## config.mk

```make
export PLATFORM = sky130hd
export DESIGN_NAME = serial_frame_rx
export DESIGN_NICKNAME = d
export VERILOG_FILES = /design/src/rtl/serial_frame_rx.sv
export SDC_FILE = /design/constraint.sdc
export NUM_CORES = 1
export LEC_CHECK = 0
export ABC_AREA = 0
export BUFFER_PORTS_ARGS = -buffer_cell sky130_fd_sc_hd__clkbuf_2
export CAP_MARGIN = 0
export CORE_AREA = 5 5 59 61
export CTS_BUF_LIST = sky130_fd_sc_hd__clkbuf_8 sky130_fd_sc_hd__clkbuf_16
export DETAILED_ROUTE_END_ITERATION = 8
export DIE_AREA = 0 0 64 66
export PLACE_DENSITY_LB_ADDON = 0.25
export SETUP_SLACK_MARGIN = 0.4
export SKIP_CTS_REPAIR_TIMING = 1
export SYNTH_ARGS = -nofsm -noshare
export SYNTH_HDL_FRONTEND = slang
export SYNTH_SLANG_ARGS = --single-unit
```

## constraint.sdc

```tcl
create_clock -name clk -period 2.2 [get_ports clk]
set_clock_uncertainty 0.1 [all_clocks]
set_input_delay 0.44 -clock clk [delete_from_list [all_inputs] [get_ports clk]]
set_output_delay 0.44 -clock clk [all_outputs]
set_load 0.05 [all_outputs]
```

## src/rtl/serial_frame_rx.sv

```systemverilog
`default_nettype none
// ============================================================================
// Module   : serial_frame_rx
// Purpose  : Serial frame receiver. The asynchronous line rxd (idle high) is
//            passed through a 2-flop synchronizer. Start/data/parity/stop
//            frames are then deserialized (data LSB first) and each word is
//            presented in a holding register with a valid/ack handshake.
// Ports    : clk        - rising-edge clock
//            rst_n      - asynchronous active-low reset
//            rxd        - asynchronous serial line, idle = 1
//            ack        - consumer accepts data_out, clears data_valid
//            data_out   - last accepted word
//            data_valid - data_out holds an unacknowledged word
//            parity_err - even-parity error on the word in data_out
//            frame_err  - 1-cycle pulse when a stop bit samples 0
//            overrun    - a frame completed while data_valid=1 (sticky to ack)
//            busy       - receiver FSM is not idle
// Revision : 1.0 - initial release
// ============================================================================
module serial_frame_rx #(
    parameter int DATA_W       = 8,  // data bits per frame, >= 2
    parameter int CLKS_PER_BIT = 4,  // clk cycles per serial bit, >= 4
    parameter int PARITY_EN    = 1   // 1: even parity bit after the data
) (
    input  logic              clk,
    input  logic              rst_n,
    input  logic              rxd,
    input  logic              ack,
    output logic [DATA_W-1:0] data_out,
    output logic              data_valid,
    output logic              parity_err,
    output logic              frame_err,
    output logic              overrun,
    output logic              busy
);

    localparam int c_half  = CLKS_PER_BIT / 2;
    localparam int c_cnt_w = $clog2(CLKS_PER_BIT);
    localparam int c_idx_w = $clog2(DATA_W + 1);

    localparam logic [c_cnt_w-1:0] c_half_last = c_cnt_w'(c_half - 1);
    localparam logic [c_cnt_w-1:0] c_bit_last  = c_cnt_w'(CLKS_PER_BIT - 1);
    localparam logic [c_idx_w-1:0] c_idx_last  = c_idx_w'(DATA_W - 1);

    typedef enum logic [2:0] {
        ST_IDLE      = 3'd0,
        ST_START     = 3'd1,
        ST_DATA      = 3'd2,
        ST_PARITY    = 3'd3,
        ST_STOP      = 3'd4,
        ST_WAIT_IDLE = 3'd5
    } state_t;

    state_t              r_state;
    state_t              w_next_state;
    logic                r_sync1;
    logic                r_sync2;
    logic                w_s;
    logic [c_cnt_w-1:0]  r_cnt;
    logic [c_idx_w-1:0]  r_idx;
    logic [DATA_W-1:0]   r_shift;
    logic                r_perr_calc;
    logic                w_cnt_done;
    logic                w_deliver;
    logic                w_frame_bad;
    logic [DATA_W-1:0]   r_data_out;
    logic                r_data_valid;
    logic                r_parity_err;
    logic                r_frame_err;
    logic                r_overrun;

    // ------------------------------------------------------------------
    // Two-flop synchronizer; both flops reset to the idle line level so
    // reset release never looks like a start bit.
    // ------------------------------------------------------------------
    always_ff @(posedge clk or negedge rst_n) begin
        if (!rst_n) begin
            r_sync1 <= 1'b1;
            r_sync2 <= 1'b1;
        end else begin
            r_sync1 <= rxd;
            r_sync2 <= r_sync1;
        end
    end

    assign w_s = r_sync2;

    // The start bit is checked half a bit after detection; every later
    // sample is one full bit period after the previous one.
    assign w_cnt_done = (r_state == ST_START) ? (r_cnt == c_half_last)
                                              : (r_cnt == c_bit_last);

    // ------------------------------------------------------------------
    // FSM state register
    // ------------------------------------------------------------------
    always_ff @(posedge clk or negedge rst_n) begin
        if (!rst_n) begin
            r_state <= ST_IDLE;
        end else begin
            r_state <= w_next_state;
        end
    end

    // ------------------------------------------------------------------
    // FSM next-state and per-cycle strobes
    // ------------------------------------------------------------------
    always_comb begin
        w_next_state = r_state;
        w_deliver    = 1'b0;
        w_frame_bad  = 1'b0;
        case (r_state)
            ST_IDLE: begin
                if (!w_s) begin
                    w_next_state = ST_START;
                end
            end
            ST_START: begin
                if (w_cnt_done) begin
                    // A line that is high again mid start bit was a glitch.
                    w_next_state = w_s ? ST_IDLE : ST_DATA;
                end
            end
            ST_DATA: begin
                if (w_cnt_done && (r_idx == c_idx_last)) begin
                    w_next_state = (PARITY_EN != 0) ? ST_PARITY : ST_STOP;
                end
            end
            ST_PARITY: begin
                if (w_cnt_done) begin
                    w_next_state = ST_STOP;
                end
            end
            ST_STOP: begin
                if (w_cnt_done) begin
                    if (w_s) begin
                        w_deliver    = 1'b1;
                        w_next_state = ST_IDLE;
                    end else begin
                        w_frame_bad  = 1'b1;
                        w_next_state = ST_WAIT_IDLE;
                    end
                end
            end
            ST_WAIT_IDLE: begin
                // A held-low line (break) is reported once, then ignored
                // until the line returns to idle.
                if (w_s) begin
                    w_next_state = ST_IDLE;
                end
            end
            default: begin
                w_next_state = ST_IDLE;
            end
        endcase
    end

    // ------------------------------------------------------------------
    // Bit timer, bit index, shift register and parity capture
    // ------------------------------------------------------------------
    always_ff @(posedge clk or negedge rst_n) begin
        if (!rst_n) begin
            r_cnt       <= '0;
            r_idx       <= '0;
            r_shift     <= '0;
            r_perr_calc <= 1'b0;
        end else begin
            case (r_state)
                ST_START, ST_DATA, ST_PARITY, ST_STOP: begin
                    r_cnt <= w_cnt_done ? '0 : r_cnt + 1'b1;
                end
                default: begin
                    r_cnt <= '0;
                end
            endcase

            if (r_state == ST_DATA) begin
                if (w_cnt_done) begin
                    r_shift <= {w_s, r_shift[DATA_W-1:1]};
                    r_idx   <= (r_idx == c_idx_last) ? '0 : r_idx + 1'b1;
                end
            end else begin
                r_idx <= '0;
            end

            // Even parity: XOR of data plus parity bit must be zero.
            if ((r_state == ST_PARITY) && w_cnt_done) begin
                r_perr_calc <= ^{r_shift, w_s};
            end
        end
    end

    // ------------------------------------------------------------------
    // Holding register and handshake
    // ------------------------------------------------------------------
    always_ff @(posedge clk or negedge rst_n) begin
        if (!rst_n) begin
            r_data_out   <= '0;
            r_data_valid <= 1'b0;
            r_parity_err <= 1'b0;
            r_frame_err  <= 1'b0;
            r_overrun    <= 1'b0;
        end else begin
            r_frame_err <= w_frame_bad;
            if (w_deliver) begin
                // An ack arriving with the new word frees the register in
                // time, so the word is taken instead of counted as overrun.
                if (!r_data_valid || ack) begin
                    r_data_out   <= r_shift;
                    r_parity_err <= (PARITY_EN != 0) ? r_perr_calc : 1'b0;
                    r_data_valid <= 1'b1;
                    r_overrun    <= 1'b0;
                end else begin
                    r_overrun <= 1'b1;
                end
            end else if (ack && r_data_valid) begin
                r_data_valid <= 1'b0;
                r_overrun    <= 1'b0;
            end
        end
    end

    assign data_out   = r_data_out;
    assign data_valid = r_data_valid;
    assign parity_err = r_parity_err;
    assign frame_err  = r_frame_err;
    assign overrun    = r_overrun;
    assign busy       = (r_state != ST_IDLE);

endmodule
`default_nettype wire

```

======== Word level (Yosys, flattened, before mapping) ========
Cells that the tools add are included.
word-level totals
  register bits ........................... 32
  bits of input ports ..................... 4
cells by class
  add/subtract/negate cells ............... 2
  equality and inequality tests ........... 16
  multiplexer cells ....................... 26
  reduce and logical (&&, ||, !) cells .... 14
operator list
  operator                                               count
  2-to-1 mux 3 bit                                       7
  case mux 3 bit (6 select lines)                        1
  inequality test 2 bit, second input constant           7
  2-to-1 mux 1 bit                                       12
  2-to-1 mux 4 bit                                       3
  XOR reduction 9 bit                                    1
  == test 3 x 2 -> 1 bit, second input constant          2
  == test 3 bit, second input constant                   2
  2-to-1 mux 2 bit                                       3
  AND reduction 2 bit                                    3
  AND reduction 6 bit                                    1
  adder 4 x 1 -> 4 bit, second input constant            1
  == test 4 x 3 -> 1 bit, second input constant          1
  OR reduction 4 bit                                     1
  == test 3 x 1 -> 1 bit, second input constant          1
  logical AND 1 bit                                      3
  zero test 3 bit                                        1
  nonzero test 3 bit                                     1
  adder 2 x 1 -> 2 bit, second input constant            1
  == test 2 x 1 -> 1 bit, second input constant          1
  == test 2 bit, second input constant                   1
  inequality test 2 x 1 -> 1 bit, second input constant  1
  nonzero test 2 bit                                     1
  zero test 1 bit                                        1
  logical OR 1 bit                                       1

======== Logic depth before layout (Yosys ltp) ========
Gate-level depths: netlist of run 1.
  word-level depth ........................ 6
  gate-level depth with buffers ........... 5
  gate-level depth less buffers ........... 4

======== Worst setup path before layout of run 1 ========
OpenSTA, ideal clock, no wires.
  path type ............................... flip-flop to flip-flop
  from .................................... reg r_state[1]
  to ...................................... reg r_data_out[0], in the netlist data_out[0]
  library setup time ...................... 0.125 ns
  arrival ................................. 1.519 ns
  data required time ...................... 1.975 ns
  setup slack ............................. 0.457 ns
  stages on the path, launching flop included .. 6
  buffers on the path ..................... 1
  cells stage by stage .................... dfrtp_1 > buf_6 > nor3b_4 > nand3_2 > a21oi_4 > mux2_2
between the ends
  word-level cells in the longest chain between the ends .. 5
  elaborated cells between the ends (all ways) .. 6
ends and longest elaborated chain
  element                                 RTL line  source
  from (decl)                             54        state_t r_state;
  from (signal assigned)                  100       r_state <= w_next_state;
  == test 3 x 1 -> 1 bit                  90        assign w_cnt_done = (r_state == ST_START) ? (r_cnt == c_half_last)
  2-to-1 mux 1 bit                        90
  2-to-1 mux 1 bit                        134       if (w_cnt_done) begin
  2-to-1 mux 1 bit *                      111       case (r_state)
  AND reduction 2 bit (no source line) *  -
  to (signal assigned)                    208       r_data_out <= r_shift;
  to (decl)                               66        logic [DATA_W-1:0] r_data_out;
Every way passes the cells marked *; elsewhere a longest branch is shown, timed or not.
A chain may end at the register's enable or synchronous reset.

======== Worst setup path in the final report of run 1 ========
  from .................................... reg r_state[1]
  to ...................................... out busy
between the ends
  word-level cells in the longest chain between the ends .. 1
ends and longest elaborated chain
  element             RTL line  source
  nonzero test 3 bit  227       assign busy = (r_state != ST_IDLE);
  to (decl)           34        output logic busy
No other way between the ends.

==> key figures, run 1 <==
Pwr
  • Pwr dens: 1140 nW/um2
  • VDD IR max: 656 uV
  • Leakage: 0.821 nW

Die
  • Initial Util: 51.8%
  • Die Y: 66 um
  • Die area: 4220 um2
  • I/O Pins: 17
  • Core area: 2930 um2
  • Cell Rows: 20
  • Die span in x: 64 um

Hold path
  • Hold Path Class: in -> async

Placement
  • # port buffers: 16
  • Pre-CTS setup slack: 299 ps
  • HPWL after DPL: 1.78 mm
  • GP Congestion: 0.774

STA
  • Final setup TNS: 0 ps
  • Fin. max-slew vios: 0
  • Setup violators final: 0
  • Fin crit share: 81.0%
  • Fin. Hold Viols: 0
  • Worst slew pin tran: 773 ps
  • Minimum clock period: 1780 ps
  • Slew HR: 48.5%
  • Fmax: 0.561 GHz
  • Unrepaired setup endpoints after global routing: no
  • Post-route setup slack: 419 ps

Worst setup path
  • Cells on worst reg2reg path: 5
  • Startpoint Class: flip-flop
  • Critical Path RT: 1660 ps
  • WS Path Type: reg -> out
  • Crit Path Max Fanout: 8
  • Worst r2r dst: data_out[7]
  • Critical Path AT: 1240 ps
  • Worst reg2reg setup slack: 450 ps
  • Crit. End Element: primary output
  • R2R Path Start: r_state[0]

Synth
  • EDFF count, synth: 0
  • Syn Nets: 124
  • Ys Warns: 0
  • Post-synth cell types: 33
  • Register bit count reported by yosys: 32
  • Async S/R FF share, synth: 100%
  • Cell area after synthesis: 1520 um2
  • Post-synthesis sequential area ratio: 53.0%
  • Avg Cell Area, Syn: 12.7 um2
  • Post-synth top flop: dfrtp_1
  • Gate Count Post-Synth: 119

Routing
  • Post-DRT Antenna Nets: 0
  • Vias per inst: 5.74
  • Vias: 1027
  • Final wirelength: 2.74 mm
  • Drt drc: 0
  • Initial DRC count: 23
  • First-pass DRT Iterations: 4
  • Wire length per cell: 15.3 um

Cells and area
  • Area delta synth->final: 15.4%
  • Layout cells sized above 1: 41.1%
  • Nets: 151
  • N_diodes: 0

Clocking
  • CTS Buf Count: 5
  • CTS max path bufs: 2
  • Worst-skew pair later-pin latency: 280 ps
  • Clock Root Buffer: clkbuf_8
  • Clock sinks: 32
  • CTS tree: built
  • H-tree Lvls: 2
  • Worst-path clk slew: 60 ps

Flow run
  • Max-cap viol count: 0

Global route
  • Total GRT Usage: 13.6%
  • Largest net degree at the start of global routing: 33
  • Number of global-route vias before repair: 965
  • Initial antenna violation count: 0
  • Gr ovfl total: 0
  • First-pass GRT wire length: 4.35 mm

Status
  • Status: finished, final reports clean
worst max-delay path, cell delays in order (launching register included):
cell and delay, ps:
dfrtp_2 490, nor2_1 180, nand2_1 80, buf_2 210
Yosys cell counts, types with 2 or more instances:
library cell   n  area share (%)
nor3b_4        2             2.5
a21oi_1        7             2.3
o21ai_0        7             2.3
buf_6          3             2.2
dfstp_2        2             3.5
nor2_1         2            0.50
or4_1          2            0.99
inv_1          7             1.7
a31oi_1        2            0.82
mux2_2        18              13
nand4_1        2            0.82
a211oi_1       2            0.99
nand2_1        3            0.74
xnor2_1        8             4.6
nand3_1        3            0.99
dfrtp_1       30              50
o31ai_1        2            0.99
o21a_1         2            0.99
metal layers:
metal  global-route usage, %  part of all wire, %
met5                       0                    0
met1                    16.8                   44
met2                    19.7                   47
met4                    7.79                  2.6
met3                    5.78                  6.5
power by group:
part           switching [mW]  internal [mW]
clock network           0.198          0.210
logic                   0.386          0.364
registers               0.147          0.698
total                   0.731           1.27
worst max-delay path by stage:
| stage | start | to | slack, ps |
|---|---|---|---|
| floorplan | r_state[1] | data_out[0] | 460 |
| finish | r_state[1] | busy | 420 |
| global route | r_state[1] | busy | 370 |
| CTS | r_state[1] | busy | 280 |
| detailed placement | r_state[1] | data_out[7] | 300 |
| global placement | r_state[1] | data_out[3] | 350 |
final cells by class:
cell class | count | area, um2
Timing Repair Buffer | 25 | 160
Inverter | 7 | 26.3
Sequential cell | 32 | 808
Clock inverter | 2 | 8.76
Tap cell | 33 | 41.3
Clock buffer | 5 | 68.8
Fill cell | 223 | 1180
Multi-Input combinational cell | 75 | 637
state kept, by name, summed over array words and instances (netlist names):
signal	flops
data_out	8
r_shift	8
r_idx	4
r_state	3
r_cnt	2
data_valid	1
frame_err	1
overrun	1
parity_err	1
r_perr_calc	1
r_sync1	1
r_sync2	1
logic make-up after synthesis:
logic type	share of synthesized area, %
compound gates	10.1
fa+ha+maj	0.825
mux	14.0
simple gates	10.1
flops	53.0
buf+inv	5.36
xor+xnor	6.68
through the flow:
stage               area (um2)  power, mW  std cells  util (%)  hold WS (ps)
floorplan                 1520       1.41        119         -          44.4
global placement          1590       1.47        164      54.3           246
detailed placement        1590       1.49        164      54.3           248
CTS                       1670       1.91        171      57.0           125
global route              1750       2.12        179      59.8           119
finish                    1750       2.00        179      59.8           124
placed cells by master, fill, tap and decap left out, drive strengths merged, types with 2 or more instances in the layout:
cell	Yosys	final
a211oi	2	2
nor2	3	3
nand4	2	2
xnor2	8	8
o31ai	2	2
nand3	4	4
clkbuf	2	20
dfrtp	30	30
o21a	2	2
nor3b	2	2
inv	7	8
a31oi	2	2
a21oi	8	8
mux2	18	18
o21ai	7	7
dfstp	2	2
buf	3	10
or4	2	2
nand2	3	3
Power figures use the tool's default switching activity.
==> run 2: changes to the inputs <==
==> constraint.sdc (replaced) <==
create_clock -name clk -period 1.7 [get_ports clk]
set_clock_uncertainty 0.1 [all_clocks]
set_input_delay 0.34 -clock clk [delete_from_list [all_inputs] [get_ports clk]]
set_output_delay 0.34 -clock clk [all_outputs]
set_load 0.05 [all_outputs]
==> key figures, run 2 (synthesis results as in run 1) <==
Pwr
  • Pwr dens: 1440 nW/um2 (+26%)
  • Sw Share: 35.3% (-1.2 points)
  • Clk pwr share: 20.5% (+0.2 points)
  • Leakage: 0.971 nW (+18%)
  • Combinational share of power: 45.2% (+7.7 points)
  • Final Total Pwr: 3.06 mW (+53%)
  • Share of power burned in registers: 34.3% (-7.9 points)
  • Internal power: 1.98 mW (+56%)
  • Psw: 1.08 mW (+48%)
  • VDD IR max: 974 uV (+48%)

Die
  • I/O Pins: 17 (unchanged)
  • Initial Util: 51.8% (unchanged)
  • Cell Rows: 20 (unchanged)
  • Core area: 2930 um2 (unchanged)
  • Die span in x: 64 um (unchanged)
  • Die area: 4220 um2 (unchanged)
  • Die Y: 66 um (unchanged)

Flow run
  • Max-cap viol count: 0 (unchanged)

Routing
  • First-pass DRT Iterations: 4 (unchanged)
  • Initial DRC count: 61 (+170%)
  • Final wirelength: 3.40 mm (+24%)
  • Post-DRT Antenna Nets: 0 (unchanged)
  • Vias: 1107 (+7.8%)
  • Drt drc: 0 (unchanged)
  • Wire length per cell: 17.4 um (+14%)
  • Vias per inst: 5.68 (-1.1%)

Clocking
  • Clock sinks: 32 (unchanged)
  • CTS max path bufs: 2 (unchanged)
  • CTS Buf Count: 5 (unchanged)
  • Clock Root Buffer: clkbuf_8
  • CTS tree: built
  • Worst-skew pair later-pin latency: 280 ps (about the same)
  • H-tree Lvls: 2 (unchanged)
  • Worst-path clk slew: 70 ps (about the same)

Status
  • Status: finished with violations
  • Violated checks: negative hold slack, negative setup slack

Global route
  • Total GRT Usage: 15.9% (+2.3 points)
  • M2 GR Usage: 26.0% (+6.3 points)
  • Gr ovfl total: 0 (unchanged)
  • Initial antenna violation count: 0 (unchanged)
  • Met3 usage in global routing: 5.44% (-0.34 points)
  • Top Usage Layer GRT: met2
  • Number of global-route vias before repair: 1124 (+16%)
  • Largest net degree at the start of global routing: 33 (unchanged)
  • GR met1 Demand/Resource: 17.9% (+1.1 points)
  • First-pass GRT wire length: 5.08 mm (+17%)

Cells and area
  • Most frequent cells in the layout: 27 x dfrtp_1, 19 x buf_6, 17 x mux2_4, 16 x buf_4
  • Final core utilization: 72.7% (+13 points)
  • Area delta synth->final: 40.3%
  • Commonest non-fill, non-tap cell in the layout: dfrtp_1
  • Layout cells sized above 1: 54.9% (+14 points)
  • Nets: 166 (+9.9%)
  • N_diodes: 0 (unchanged)
  • Final Cell Area: 2130 um2 (+22%)

Hold path
  • Hold Path Class: in -> async

Worst setup path
  • Worst reg2reg setup slack: -10 ps (-460 ps)
  • WS Path Type: reg -> reg
  • Critical Path RT: 1820 ps (+160 ps)
  • Crit Path Max Fanout: 4 (-4)
  • Critical Path AT: 1830 ps (+590 ps)
  • Slowest CP cell: dfrtp_2
  • Worst path top cell family by delay: simple AND/OR/NAND/NOR gates
  • Cells on worst reg2reg path: 5 (unchanged)
  • Crit. End Element: flip-flop
  • CP peak stage delay: 450 ps (-40 ps)
  • Worst r2r dst: r_idx[2]
  • Worst path buffer plus inverter count: 1 (unchanged)
  • Crit path cell chain: buf_6, nor3b_4, xnor2_2, or4_4, a21oi_2
  • R2R Path Start: r_state[1]
  • Crit path launch: r_state[1]
  • Startpoint Class: flip-flop
  • CP Depth: 5 (+2)

STA
  • Fin. Hold Viols: 30 (+30)
  • Minimum clock period: 1710 ps
  • Fmax: 0.584 GHz
  • Hold slack final: -30.6 ps (-155 ps)
  • Fin. max-slew vios: 0 (unchanged)
  • Unrepaired setup endpoints after global routing: yes
  • Fin crit share: 101%
  • Worst slew pin tran: 403 ps (-370 ps)
  • Setup violators final: 1 (+1)
  • Post-route setup slack: -12.4 ps (-431 ps)
  • Slew HR: 73.1% (+25 points)

Placement
  • HPWL after DPL: 2.11 mm (+19%)
  • Placement Cell Area: 1770 um2 (+11%)
  • GP Congestion: 0.873 (+13%)
  • # port buffers: 16 (unchanged)
run 2: changes by cell type in the layout (fill, tap and decap cells not counted), sizes merged:
cell and delta:
clkinv -1, buf +27, clkbuf -10
run 2: final cells by class:
type / count / area (um2)
Sequential cell: 32 / 807
Timing Repair Buffer: 40 / 384
Clock buffer: 7 / 96.3
Clock inverter: 1 / 3.75
Fill cell: 205 / 800
Tap cell: 33 / 41.3
Inverter: 7 / 28.8
Multi-Input combinational cell: 75 / 767
run 2: worst max path at each step:
stage / end
2_1_floorplan: data_out[0]
3_3_place_gp: data_out[5]
3_5_place_dp: r_idx[3]
4_1_cts: busy
5_1_grt: r_idx[2]
6_report: r_idx[2]
run 2: per-stage QoR:
step,setup WS (ps),TNS (ps),instances
finish,-12.4,-12.4,195
global route,-65.5,-397,195
CTS,-112,-129,188
detailed placement,0.992,0,180
global placement,45.5,0,180
floorplan,-13.8,-124,119
run 2: layer usage:
layer	share of wire (%)	wire length, um
met2	51	1750
met5	0	0
met3	3.7	125
met1	42	1440
met4	2.4	83
run 2: power groups by stage:
stage	Sequential, mW	Combinational, mW	Clock (mW)
floorplan	1.03	0.887	0
global placement	1.04	1.10	0
detailed placement	1.05	1.15	0
CTS	1.03	1.15	0.648
global route	1.06	1.49	0.694
finish	1.05	1.39	0.628
==> run 3: changes to the inputs <==
--- a/config.mk
+++ b/config.mk
@@ -8,11 +8,12 @@
 export ABC_AREA = 0
 export BUFFER_PORTS_ARGS = -buffer_cell sky130_fd_sc_hd__clkbuf_2
 export CAP_MARGIN = 0
-export CORE_AREA = 5 5 59 61
+export CORE_AREA = 5 5 78 80
 export CTS_BUF_LIST = sky130_fd_sc_hd__clkbuf_8 sky130_fd_sc_hd__clkbuf_16
 export DETAILED_ROUTE_END_ITERATION = 8
-export DIE_AREA = 0 0 64 66
+export DIE_AREA = 0 0 83 85
 export PLACE_DENSITY_LB_ADDON = 0.25
+export RECOVER_POWER = 25
 export SETUP_SLACK_MARGIN = 0.4
 export SKIP_CTS_REPAIR_TIMING = 1
 export SYNTH_ARGS = -nofsm -noshare
==> key figures, run 3 (synthesis results as in run 1) <==
Global route
  • M2 GR Usage: 14.7% (-11 points)
  • First-pass GRT wire length: 5.38 mm (+5.8%)
  • Gr ovfl total: 0 (unchanged)
  • Largest net degree at the start of global routing: 33 (unchanged)
  • Total GRT Usage: 9.46% (-6.4 points)
  • GR met1 Demand/Resource: 11.9% (-6.0 points)
  • Top Usage Layer GRT: met2
  • Met3 usage in global routing: 3.30% (-2.1 points)
  • Number of global-route vias before repair: 1108 (-1.4%)
  • Initial antenna violation count: 0 (unchanged)

Pwr
  • VDD IR max: 661 uV (-32%)
  • Pwr dens: 1400 nW/um2 (-2.9%)
  • Share of power burned in registers: 36.6% (+2.3 points)
  • Clk pwr share: 19.9% (-0.6 points)
  • Final Total Pwr: 2.92 mW (-4.6%)
  • Internal power: 1.88 mW (-5.4%)
  • Combinational share of power: 43.5% (-1.7 points)
  • Leakage: 0.942 nW (-3.0%)
  • Sw Share: 35.8% (+0.50 points)
  • Psw: 1.05 mW (-3.3%)

STA
  • Fin. max-slew vios: 0 (unchanged)
  • Final setup TNS: 0 ps (+12.4 ps)
  • Minimum clock period: 1690 ps (-20.2 ps)
  • Slew HR: 46.8% (-26 points)
  • Setup violators final: 0 (-1)
  • Unrepaired setup endpoints after global routing: yes
  • Fin. Hold Viols: 0 (-100%)
  • Worst slew pin tran: 798 ps (+395 ps)
  • Fmax: 0.591 GHz (+1.2%)
  • Fin crit share: 99.5% (-1.2 points)

Die
  • I/O Pins: 17 (unchanged)
  • Die Y: 85 um (+29%)
  • Core area: 5340 um2 (+82%)
  • Die span in x: 83 um (+30%)
  • Die area: 7060 um2 (+67%)
  • Initial Util: 28.4% (-23 points)
  • Cell Rows: 27 (+35%)

Routing
  • Vias: 1030 (-7.0%)
  • First-pass DRT Iterations: 4 (unchanged)
  • Post-DRT Antenna Nets: 0 (unchanged)
  • Drt drc: 0 (unchanged)
  • Vias per inst: 4.46 (-21%)
  • Wire length per cell: 14.2 um (-19%)
  • Initial DRC count: 86 (+41%)
  • Final wirelength: 3.27 mm (-3.8%)

Clocking
  • CTS max path bufs: 2 (unchanged)
  • Clock Root Buffer: clkbuf_8
  • CTS tree: built
  • Clock sinks: 32 (unchanged)
  • CTS Buf Count: 5 (unchanged)
  • Worst-path clk slew: 60 ps (about the same)
  • Worst-skew pair later-pin latency: 280 ps (about the same)
  • H-tree Lvls: 2 (unchanged)

Worst setup path
  • CP peak stage delay: 460 ps (about the same)
  • Startpoint Class: flip-flop
  • Critical Path RT: 1760 ps (-60 ps)
  • R2R Path Start: r_state[0]
  • Slowest CP cell: dfrtp_2
  • Worst reg2reg setup slack: 8 ps (+20 ps)
  • Worst r2r dst: r_shift[4]
  • Cells on worst reg2reg path: 5 (unchanged)
  • WS Path Type: reg -> reg
  • Crit. End Element: flip-flop
  • Crit Path Max Fanout: 7 (+3)
  • Crit path cell chain: buf_4, nand3b_1, nor2_4, buf_12, mux2_4
  • Critical Path AT: 1750 ps (-80 ps)

Placement
  • # port buffers: 16 (unchanged)
  • HPWL after DPL: 2.27 mm (+7.5%)
  • Placement Cell Area: 1810 um2 (+2.2%)
  • GP Congestion: 0.816 (-6.5%)

Cells and area
  • Final Cell Area: 2090 um2 (-1.8%)
  • Layout cells sized above 1: 53.5% (-1.5 points)
  • Nets: 163 (-1.8%)
  • Area delta synth->final: 37.8%
  • Commonest non-fill, non-tap cell in the layout: dfrtp_1
  • N_diodes: 0 (unchanged)
  • Most frequent cells in the layout: 27 x dfrtp_1, 18 x buf_4, 13 x buf_6, 9 x mux2_4, 9 x mux2_2

Hold path
  • Hold path cells: 1
  • WHS Endpoint: r_sync1
  • Hold Path Class: in -> reg
  • Hold path start: rxd

Flow run
  • Max-cap viol count: 0 (unchanged)

Status
  • Status: finished, final reports clean
==> run 3: cell count changes in the layout (fill, tap and decap cells not counted), moves of 2 or more <==
cell / before / now
mux2_4: 17 / 9
buf_4: 16 / 18
buf_6: 19 / 13
mux2_2: 1 / 9
==> run 3: power groups by stage <==
stage | clock, mW | sequential [mW] | combinational (mW)
after floorplan | 0 | 1.03 | 0.887
after global placement | 0 | 1.07 | 1.03
after detailed placement | 0 | 1.08 | 1.06
after CTS | 0.602 | 1.07 | 1.06
after global routing | 0.635 | 1.08 | 1.38
final | 0.581 | 1.07 | 1.27
==> run 3: worst max-delay path, delay by kind of cell, from the launching register on <==
family        cells  cell delay [ps]
flops             1              460
simple gates      2              400
buf+inv           2              320
mux               1              300
==> run 3: layout make-up <==
cell class | count | area, um2
clock buffers | 6 | 82.6
clock inverters | 2 | 7.51
fillers | 549 | 3250
inverters | 7 | 26.3
multi-input cells | 75 | 734
flip-flops and latches | 32 | 807
well taps | 72 | 90.1
repair buffers | 37 | 342
==> run 3: worst max path at each step <==
| stage | from | end | slack (ps) | cells after the start |
|---|---|---|---|---|
| floorplan | r_state[1] | data_out[0] | -10 | 5 |
| global placement | r_state[0] | r_idx[3] | 30 | 4 |
| detailed placement | r_state[0] | r_idx[3] | -20 | 4 |
| CTS | r_state[0] | busy | -160 | 4 |
| global route | r_state[1] | data_out[6] | -40 | 5 |
| finish | r_state[0] | r_shift[4] | 8 | 5 |
==> run 3: metal layers <==
metal  part of all wire, %  wire [um]
met5                     0          0
met2                    48       1590
met4                   1.3         41
met3                   4.4        144
met1                    46       1500
==> run 3: metrics by stage <==
stage               std cells  worst slack (ps)  utilization [%]  hold WS, ps
floorplan                 119             -13.8                -        -55.6
global placement          216              32.6             33.8          249
detailed placement        216             -20.5             33.8          248
CTS                       224              -159             35.5        -14.9
global route              231             -43.8             39.1         26.6
finish                    231              7.81             39.1         41.9
